[src/rtl/uadder_seq_if.sv]
// Start/ready/done handshake bundle for the chunked adder/comparator.
interface uadder_seq_if #(
    parameter int WIDTH = 32
);
    logic             start;
    logic             abort;
    logic [2:0]       op;
    logic [WIDTH-1:0] src_a;
    logic [WIDTH-1:0] src_b;
    logic             ready;
    logic             done;
    logic [WIDTH-1:0] out;
    logic             cout;
    logic             cmp;

    modport master (
        output start, abort, op, src_a, src_b,
        input  ready, done, out, cout, cmp
    );

    modport slave (
        input  start, abort, op, src_a, src_b,
        output ready, done, out, cout, cmp
    );
endinterface

[src/rtl/uadder_seq.sv]
// Multi-cycle chunked adder/comparator: WADD bits per cycle, LSB first.
module uadder_seq #(
    parameter int WIDTH = 32,
    parameter int WADD  = 12
) (
    input logic         clk,
    input logic         rst,
    uadder_seq_if.slave bus
);
    localparam int NCYC = (WIDTH + WADD - 1) / WADD;
    localparam int WCYC = (NCYC > 1) ? $clog2(NCYC) : 1;
    localparam int PW   = NCYC * WADD;
    localparam int LW   = WIDTH - (NCYC - 1) * WADD;
    localparam logic [WCYC-1:0] LAST = WCYC'(NCYC - 1);

    typedef enum logic [2:0] {
        OP_EQ  = 3'b000,
        OP_NE  = 3'b001,
        OP_ADD = 3'b010,
        OP_SUB = 3'b011,
        OP_LT  = 3'b100,
        OP_GE  = 3'b101,
        OP_LTU = 3'b110,
        OP_GEU = 3'b111
    } adder_op_t;

    typedef enum logic {IDLE, RUN} state_t;

    state_t           state;
    logic [WCYC-1:0]  cnt;
    adder_op_t        op_q;
    logic [WIDTH-1:0] a_q;
    logic [WIDTH-1:0] b_q;
    logic [WIDTH-1:0] res_q;
    logic             carry;
    logic             zero;
    logic [WIDTH-1:0] out_q;
    logic             cout_q;
    logic             cmp_q;
    logic             done_q;

    logic             last;
    logic             ready;
    logic             accept;
    logic [31:0]      lo;
    logic [31:0]      cw;
    logic [WADD-1:0]  a_ch;
    logic [WADD-1:0]  b_ch;
    logic [WADD:0]    sum;
    logic [PW-1:0]    mask;
    logic [PW-1:0]    sum_pw;
    logic [WIDTH-1:0] res_nxt;
    logic             carry_nxt;
    logic             zero_nxt;
    logic             msb;
    logic             ovf;
    logic             lt;
    logic             cmp_nxt;

    assign last   = (state == RUN) && (cnt == LAST);
    assign ready  = (state == IDLE) || last;
    assign accept = ready && bus.start && !bus.abort;

    // Operands are zero-padded to NCYC*WADD so the top chunk can be
    // sliced uniformly; the mask keeps padding bits out of the result.
    always_comb begin
        lo        = 32'(cnt) * 32'(WADD);
        cw        = last ? 32'(LW) : 32'(WADD);
        a_ch      = WADD'(PW'(a_q) >> lo);
        b_ch      = WADD'(PW'(b_q) >> lo);
        sum       = {1'b0, a_ch} + {1'b0, b_ch} + {{WADD{1'b0}}, carry};
        mask      = {PW{1'b1}} >> (32'(PW) - cw);
        sum_pw    = PW'(sum[WADD-1:0]) & mask;
        carry_nxt = last ? sum[LW] : sum[WADD];
        zero_nxt  = zero && (sum_pw == '0);
        res_nxt   = WIDTH'((PW'(res_q) & ~(mask << lo)) | (sum_pw << lo));
        msb       = res_nxt[WIDTH-1];
        ovf       = (a_q[WIDTH-1] == b_q[WIDTH-1]) && (msb != a_q[WIDTH-1]);
        lt        = msb ^ ovf;
        cmp_nxt   = 1'b0;
        unique case (op_q)
            OP_EQ:  cmp_nxt = zero_nxt;
            OP_NE:  cmp_nxt = !zero_nxt;
            OP_LT:  cmp_nxt = lt;
            OP_GE:  cmp_nxt = !lt;
            OP_LTU: cmp_nxt = !carry_nxt;
            OP_GEU: cmp_nxt = carry_nxt;
            OP_ADD: cmp_nxt = 1'b0;
            OP_SUB: cmp_nxt = 1'b0;
        endcase
    end

    always_ff @(posedge clk) begin
        if (rst) begin
            state  <= IDLE;
            cnt    <= '0;
            op_q   <= OP_ADD;
            a_q    <= '0;
            b_q    <= '0;
            res_q  <= '0;
            carry  <= 1'b0;
            zero   <= 1'b1;
            out_q  <= '0;
            cout_q <= 1'b0;
            cmp_q  <= 1'b0;
            done_q <= 1'b0;
        end else begin
            done_q <= 1'b0;
            if (state == RUN && bus.abort) begin
                state <= IDLE;
                cnt   <= '0;
            end else begin
                if (state == RUN) begin
                    res_q <= res_nxt;
                    carry <= carry_nxt;
                    zero  <= zero_nxt;
                    cnt   <= cnt + WCYC'(1);
                    if (last) begin
                        out_q  <= res_nxt;
                        cout_q <= carry_nxt;
                        cmp_q  <= cmp_nxt;
                        done_q <= 1'b1;
                        state  <= IDLE;
                        cnt    <= '0;
                    end
                end
                // A start in the final chunk cycle overrides the return to IDLE.
                if (accept) begin
                    op_q  <= adder_op_t'(bus.op);
                    a_q   <= bus.src_a;
                    b_q   <= (bus.op == OP_ADD) ? bus.src_b : ~bus.src_b;
                    carry <= (bus.op != OP_ADD);
                    zero  <= 1'b1;
                    cnt   <= '0;
                    state <= RUN;
                end
            end
        end
    end

    assign bus.ready = ready;
    assign bus.done  = done_q;
    assign bus.out   = out_q;
    assign bus.cout  = cout_q;
    assign bus.cmp   = cmp_q;
endmodule

[src/flat_wrapper.sv]
// flat-port wrapper written by rule: the top's interface ports become plain ports
module uadder_seq_flat 
#(
    parameter int WIDTH = 32,
    parameter int WADD  = 12
)
  (clk, rst, bus_start, bus_abort, bus_op, bus_src_a, bus_src_b, bus_ready, bus_done, bus_out, bus_cout, bus_cmp);
  uadder_seq_if #(.WIDTH(WIDTH)) bus_i ();
  input logic clk;
  input logic rst;
  input wire logic [$bits(bus_i.start)-1:0] bus_start;
  input wire logic [$bits(bus_i.abort)-1:0] bus_abort;
  input wire logic [$bits(bus_i.op)-1:0] bus_op;
  input wire logic [$bits(bus_i.src_a)-1:0] bus_src_a;
  input wire logic [$bits(bus_i.src_b)-1:0] bus_src_b;
  output wire logic [$bits(bus_i.ready)-1:0] bus_ready;
  output wire logic [$bits(bus_i.done)-1:0] bus_done;
  output wire logic [$bits(bus_i.out)-1:0] bus_out;
  output wire logic [$bits(bus_i.cout)-1:0] bus_cout;
  output wire logic [$bits(bus_i.cmp)-1:0] bus_cmp;
  assign bus_i.start = bus_start;
  assign bus_i.abort = bus_abort;
  assign bus_i.op = bus_op;
  assign bus_i.src_a = bus_src_a;
  assign bus_i.src_b = bus_src_b;
  assign bus_ready = bus_i.ready;
  assign bus_done = bus_i.done;
  assign bus_out = bus_i.out;
  assign bus_cout = bus_i.cout;
  assign bus_cmp = bus_i.cmp;
  uadder_seq #(.WIDTH(WIDTH), .WADD(WADD)) u_core (.clk(clk), .rst(rst), .bus(bus_i));
endmodule
[config.mk]
export PLATFORM = sky130hd
export DESIGN_NAME = uadder_seq_flat
export DESIGN_NICKNAME = d
export VERILOG_FILES = /design/src/rtl/uadder_seq_if.sv /design/src/rtl/uadder_seq.sv /design/src/flat_wrapper.sv
export SDC_FILE = /design/constraint.sdc
export NUM_CORES = 1
export LEC_CHECK = 0
export ABC_CLOCK_PERIOD_IN_PS = 4600
export BUFFER_PORTS_ARGS = -buffer_cell sky130_fd_sc_hd__buf_2
export CAP_MARGIN = 20
export CORE_ASPECT_RATIO = 1.25
export CORE_MARGIN = 5
export CORE_UTILIZATION = 35
export CTS_CLUSTER_DIAMETER = 120
export DETAILED_ROUTE_END_ITERATION = 10
export GPL_TIMING_DRIVEN = 0
export PLACE_DENSITY_LB_ADDON = 0.25
export SETUP_SLACK_MARGIN = 0.05
export SLEW_MARGIN = 15
export SYNTH_ARGS = -nofsm -noshare
export SYNTH_HDL_FRONTEND = slang
export SYNTH_SLANG_ARGS = --single-unit
[constraint.sdc]
create_clock -name clk -period 4.6 [get_ports clk]
set_input_delay 0.92 -clock clk [delete_from_list [all_inputs] [get_ports clk]]
set_output_delay 0.92 -clock clk [all_outputs]
set_load 0.01 [all_outputs]
==> After elaboration in Yosys (flattened, before gate mapping) <==
Index checks and enable logic that the tools add are counted.
{ "op_classes": {"muxes": 13, "bitwise_logic": 8, "mul": 1, "shifts": 5, "n_reduce_logical": 22, "n_eq_ne": 12, "addsub": 4} }
{ "ops": {"columns": ["operator", "count"], "rows": [
  ["$shl 36x6->32", 2],
  ["$not 32->32", 2],
  ["$shr 32x6->12", 2],
  ["$and 12x36->36", 1],
  ["$logic_not 36->1", 1],
  ["$shr 36x32->36 const A", 1],
  ["$and 32x32->32", 1],
  ["$mux 32", 1],
  ["$or 32x32->32", 1],
  ["$sub 6x32->32 const A", 1],
  ["$add 12x12->13", 1],
  ["$add 13x1->13", 1],
  ["$eq 3x3->1 const B", 4],
  ["$eq 3x2->1 const B", 3],
  ["$mux 1", 9],
  ["$pmux 1 s7", 1],
  ["$logic_and 1x1->1", 6],
  ["$reduce_and 2->1", 3],
  ["$reduce_or 3->1", 2],
  ["$logic_not 1->1", 4],
  ["$mul 2x2->4 const B", 1],
  ["$reduce_or 2->1", 2],
  ["$eq 3x1->1 const B", 1],
  ["$logic_not 3->1", 1],
  ["other kinds (12)", 13]
]} }
{ "totals": {"inputBits": 71, "reg_bits": 139, "out_inout_bits": 36, "word_cells": 77} }

==> Longest topological paths before layout <==
{ "depth": {"word_depth": 14, "mapped_depth": 17, "depth_no_buf": 14} }

==> Least setup slack after synthesis <==
OpenSTA, ideal clock, no wires.
{ "synth_path": {"kind": "register to register", "from": "register u_core.cnt[0]", "to": "register u_core.cmp_q, in the netlist u_core.bus.cmp", "t_required_ns": 4.476, "path_slack_ns": 0.458, "path_stages_with_launch": 18, "arrival_ns": 4.018, "n_path_buf": 4, "synth_period_minus_slack_ns": 4.142, "setup_ns": 0.124, "cell_sequence": "dfxtp_1 -> clkbuf_1 -> clkbuf_1 -> buf_1 -> buf_1 -> nor2_1 -> a31oi_1 -> fa_1 -> inv_1 -> fa_1 -> a21o_1 -> a221oi_2 -> o211ai_2 -> and3_1 -> or3_1 -> nor4_2 -> or4b_1 -> a31oi_1"} }
{ "synth_via": {"elab_chain_cells": 14, "elab_cells_between_ends": 27, "classes_between": "3 x add/sub; 1 x mul; 2 x eq/ne; 5 x shift; 3 x mux; 5 x bitwise; 8 x reduce/logical"} }
{ "synth_lines": {"columns": ["item", "line", "text"], "rows": [
  ["start: declaration", "uadder_seq.sv:30", "logic [WCYC-1:0] cnt;"],
  ["start signal: assignment", "uadder_seq.sv:117", "cnt <= cnt + WCYC'(1);"],
  ["branches (longest 14 deep; another with $add 12x12->13)", null, null],
  ["end signal: assignment", "uadder_seq.sv:121", "cmp_q <= cmp_nxt;"],
  ["end: declaration", "uadder_seq.sv:39", "logic cmp_q;"]
]} }
Several ways; the timed one is not identified.
A chain may end at the register's enable or synchronous reset.

==> Worst setup path after layout <==
Same ends and word-level chain as after synthesis.

==> metrics.md <==
| Metric | Value |
|---|---|
| Run status | finished clean |
| Number of max-cap violations | 0 |
| Routed wire length per instance | 16.7 µm |
| Number of antenna violations at the first check in global routing | 0 |
| Netlist Area Pre-Place | 6640 µm² |
| Number of fill cells in the layout | 1,956 |
| GRT Resource Usage Total | around a fifth |
| Number of cell instances on the worst register-to-register path | 15 |
| Final routed DRC violation total | 0 |
| Worst Path Arrival | 4.55 ns |
| Endpoint kind of the worst setup timing path | flop |
| Number of max-slew violations in the final report | 0 |
| Launching point of the worst reg2reg path | u_core.cnt[0] |
| Cell depth of the worst hold path | 2 |
| Initial cell density of the core | a little over a third |
| Number of standard-cell rows in the floorplan | 56 |
| Num Clock Sinks | between 100 and 150 |
| Placed instance area | about 7500 µm² |
| Path type of the worst min-delay path | flop to flop |
| Worst setup startpoint | u_core.cnt[0] |
| Area added between synthesis and finish | 21.6% |
| Leak Pwr | 3.05 nW |
| Type of the worst setup path | flop to flop |
| Worst reg2reg path endpoint | u_core.bus.cmp |
| Share of the yosys chip area belonging to registers | between 30% and 40% |
| Fraction of layout instances using a drive strength above 1 | 17.0% |
| Synthesized area per cell | 7.96 µm² |
| Insertion delay to the later sink of the worst-skew pair | 0.43 ns |
| Number of I/O port buffers | 105 |
| Diode count | 0 |
| First-pass GRT wire length | around 32,000 µm |
| Drt initial violations | 430 |
| Most used DFF post-synth | sky130_fd_sc_hd__dfxtp_1 |
| Highest clock frequency the design can meet | 236 MHz |
| Final non-filler cell area | just over 8000 µm² |
| Post-DR vias/cell | 5.12 |
| Area of the placeable core | 18,700 µm² |
| Placed Instances | 1,172 |
| Antenna-violating nets left | 0 |
| Synthesized instance count | between 800 and 900 |
| Minimum period implied by the final worst setup slack | 4.24 ns |
| Final hold slack | 0.452 ns |
| Worst setup SP type | flop |
| Post-layout net count | 1,049 |
| Hold-fix buffers, CTS | 0 |
| Final HPWL DP | 15,800 µm |
| Setup TNS | 0 ns |
| Least setup slack across all paths after layout | ~0.36 ns |
| Count of flip-flops with a built-in enable after synthesis | 0 |
| Worst-case hold path end point | u_core.b_q[1] |
| Setup violation total in the final timing report | 0 |
| Post-synth top area cell | sky130_fd_sc_hd__dfxtp_1 |
| Cell-by-cell listing of the critical path | clkbuf_2 -> clkbuf_2 -> buf_4 -> clkbuf_4 -> nor2_1 -> a31oi_1 -> fa_1 -> inv_1 -> fa_1 -> xor2_1 -> or4b_1 -> or4_1 -> nor4_4 -> or4b_1 -> a31oi_1 |
| Worst-path cell with the longest stage delay | sky130_fd_sc_hd__or4b_1 |
| Data required time of the critical path | 4.91 ns |
| Die area | 21,900 µm² |
| Clock transition at the register clock pins on the worst setup and hold paths after CTS | roughly 0.060 ns |
| Setup slack of the worst register-to-register path | around 0.36 ns |
| CTS tree | yes |
| Fin cells | 1,205 |
| Largest delay share family, worst path | simple AND/OR/NAND/NOR gates |
| Number of search-and-repair iterations in the first detailed-routing pass | 6 |
| Main area contributors after synthesis | sky130_fd_sc_hd__dfxtp_1 40%, sky130_fd_sc_hd__nand2_1 9.8%, sky130_fd_sc_hd__a21oi_1 6.0%, sky130_fd_sc_hd__nor2_1 4.8%, sky130_fd_sc_hd__xnor2_1 4.7% |
| Synth async-reset ratio | 0% |
| Top cell type's share of synthesized area | 39.8% |
| Worst Path Max Fanout | 10 |
| Post-Place Worst Slack | -0.670 ns |
| Multi-input gate area | 3760 µm² |
| Number of failing hold endpoints at the final stage | 0 |
| Via total after detailed routing | 6,170 |
| Die X-Extent | 133 µm |
| # H-tree levels | 4 |
| Buffers and inverters on the worst path | 5 |
| Maximum buffer depth of the clock tree | 2 |
| Total of flip-flops plus latches after synthesis | between 100 and 150 |
| Number of distinct library cells after synthesis | 59 |
| Vias in the first global route | a little under 6,000 |
| Relative slew slack | between 50% and 60% |
| Number of primary I/O pins | 107 |
| Num CTS Buffers | 17 |
| Power Density | 345 nW/µm² |
| Total global routing overflow | 0 |
| Area of all sequential standard cells | 2640 µm² |
| Highest cell delay on the worst timing path | 0.51 ns |
| Synth warn | 0 |
| Pin count of the biggest net entering global routing | 17 |
| Root cell of the clock tree | sky130_fd_sc_hd__clkbuf_16 |
| Peak supply drop | roughly 0.00025 V |
| Transition time at the pin with the least slew margin | 0.740 ns |
| Mapped Nets | between 900 and 1,000 |
| Beginning of the worst hold path | u_core.b_q[1] |
| Fraction of the cycle the final worst path needs | 92.2% |
| Setup repair after global routing missed its margin | no |
| Worst clock skew on the final layout | ~0.0084 ns |
| RD Place Congestion | 0.919 |
| Die height | 164 µm |
| Total routed wirelength | 20,200 µm |
synthesized netlist by cell type, types with 5 or more instances:
cell type	number
sky130_fd_sc_hd__o21a_1	5
sky130_fd_sc_hd__nand2b_1	5
sky130_fd_sc_hd__nor2_1	85
sky130_fd_sc_hd__inv_1	14
sky130_fd_sc_hd__a21oi_1	79
sky130_fd_sc_hd__a211oi_1	34
sky130_fd_sc_hd__o21ai_0	25
sky130_fd_sc_hd__ha_1	16
sky130_fd_sc_hd__nor3_1	25
sky130_fd_sc_hd__a22oi_1	11
sky130_fd_sc_hd__dfxtp_1	132
sky130_fd_sc_hd__xor2_1	5
sky130_fd_sc_hd__clkbuf_1	51
sky130_fd_sc_hd__nand2_1	173
sky130_fd_sc_hd__o22ai_1	8
sky130_fd_sc_hd__xnor2_1	36
sky130_fd_sc_hd__a221oi_1	23
sky130_fd_sc_hd__buf_1	11
sky130_fd_sc_hd__mux2i_1	27
layout make-up:
type                       count  area share, %
clock inverter                13           1.22
tap                          232           3.59
clock buffer                  19           5.36
inverter                      14          0.651
buffer                        64           3.27
sequential                   132           32.7
timing repair buffer         106           6.60
multi-input combinational    625           46.6
sequential cells by signal (all words and copies together), names as in the netlist:
register         cells
u_core.bus.out      32
u_core.res_q        25
u_core.bus.cout      1
u_core.cnt           2
u_core.op_q          3
u_core.zero          1
u_core.bus.done      1
u_core.a_q          32
u_core.state         1
u_core.b_q          32
u_core.carry         1
u_core.bus.cmp       1
where the power goes:
part | internal, mW | switching, mW
clock | 0.695 | 0.537
sequential | 1.18 | 0.0225
combinational | 0.131 | 0.215
worst min-delay path, delay by kind of cell (launching register included):
| family | cells | cell delay [ns] |
|---|---|---|
| and+or+nand+nor | 1 | 0.05 |
| DFF | 1 | 0.31 |
| AOI/OAI and AO/OA | 1 | 0.05 |
through the flow:
stage          total power, mW  util (%)
2_1_floorplan             1.44         -
3_3_place_gp              1.56      39.9
3_5_place_dp              1.56      39.9
4_1_cts                   2.80      42.9
5_1_grt                   2.91      43.2
6_report                  2.78      43.2
cells in the final DEF, fill, tap and decap left out, types with 3 or more instances in the layout:
| cell | Yosys | layout |
|---|---|---|
| sky130_fd_sc_hd__o21ai_1 | 3 | 3 |
| sky130_fd_sc_hd__clkinvlp_4 | 0 | 3 |
| sky130_fd_sc_hd__inv_6 | 0 | 6 |
| sky130_fd_sc_hd__nand3_1 | 3 | 3 |
| sky130_fd_sc_hd__nor2b_1 | 3 | 3 |
| sky130_fd_sc_hd__clkbuf_1 | 51 | 47 |
| sky130_fd_sc_hd__mux2_2 | 3 | 3 |
| sky130_fd_sc_hd__ha_1 | 16 | 16 |
| sky130_fd_sc_hd__a21oi_1 | 79 | 79 |
| sky130_fd_sc_hd__buf_1 | 11 | 9 |
| sky130_fd_sc_hd__a211oi_1 | 34 | 34 |
| sky130_fd_sc_hd__clkbuf_2 | 0 | 5 |
| sky130_fd_sc_hd__nor3_1 | 25 | 25 |
| sky130_fd_sc_hd__inv_1 | 14 | 14 |
| sky130_fd_sc_hd__a221oi_1 | 23 | 22 |
| sky130_fd_sc_hd__dfxtp_1 | 132 | 132 |
| sky130_fd_sc_hd__o21ai_0 | 25 | 25 |
| sky130_fd_sc_hd__mux2i_1 | 27 | 27 |
| sky130_fd_sc_hd__nor3b_1 | 3 | 3 |
| sky130_fd_sc_hd__a21o_1 | 4 | 4 |
| sky130_fd_sc_hd__o21a_1 | 5 | 5 |
| sky130_fd_sc_hd__o22ai_1 | 8 | 8 |
| sky130_fd_sc_hd__nand2_1 | 173 | 173 |
| sky130_fd_sc_hd__clkinv_2 | 0 | 3 |
| sky130_fd_sc_hd__buf_2 | 1 | 107 |
| sky130_fd_sc_hd__xor2_1 | 5 | 4 |
| sky130_fd_sc_hd__xnor2_1 | 36 | 35 |
| sky130_fd_sc_hd__nor2_1 | 85 | 83 |
| sky130_fd_sc_hd__and3_1 | 4 | 4 |
| sky130_fd_sc_hd__clkbuf_16 | 0 | 17 |
| sky130_fd_sc_hd__nand2b_1 | 5 | 5 |
| sky130_fd_sc_hd__nand3b_1 | 3 | 3 |
| sky130_fd_sc_hd__a22oi_1 | 11 | 11 |
worst max path at each step:
stage                               to  slack, ns  cells after the start
floorplan               u_core.bus.cmp       0.46                     17
global placement    u_core.bus.out[14]      -0.64                     17
detailed placement  u_core.bus.out[14]      -0.67                     17
CTS                     u_core.bus.cmp       0.09                     13
global route        u_core.bus.out[15]       0.03                     13
finish                  u_core.bus.cmp       0.36                     15
routing by layer:
metal  part of all wire, %  GRT usage [%]
met1                    43           22.4
met2                    50           32.9
met3                   4.0           3.77
met4                   2.8           6.74
met5                     0              0
what timing repair did:
item / in CTS / in global routing
buffers inserted: 0 / 1
endpoints found under the setup margin: 45 / 20
pin swaps: 0 / 1
gates resized for setup: 8 / 16
logic make-up after synthesis:
group / synth area share (%)
buffers and inverters: 4.54
DFF: 39.8
and+or+nand+nor: 20.0
AOI/OAI and AO/OA: 22.1
xor gates and xnor gates: 5.40
muxes: 4.58
adders and majority gates: 3.62
(Power assumes the default switching activity.)
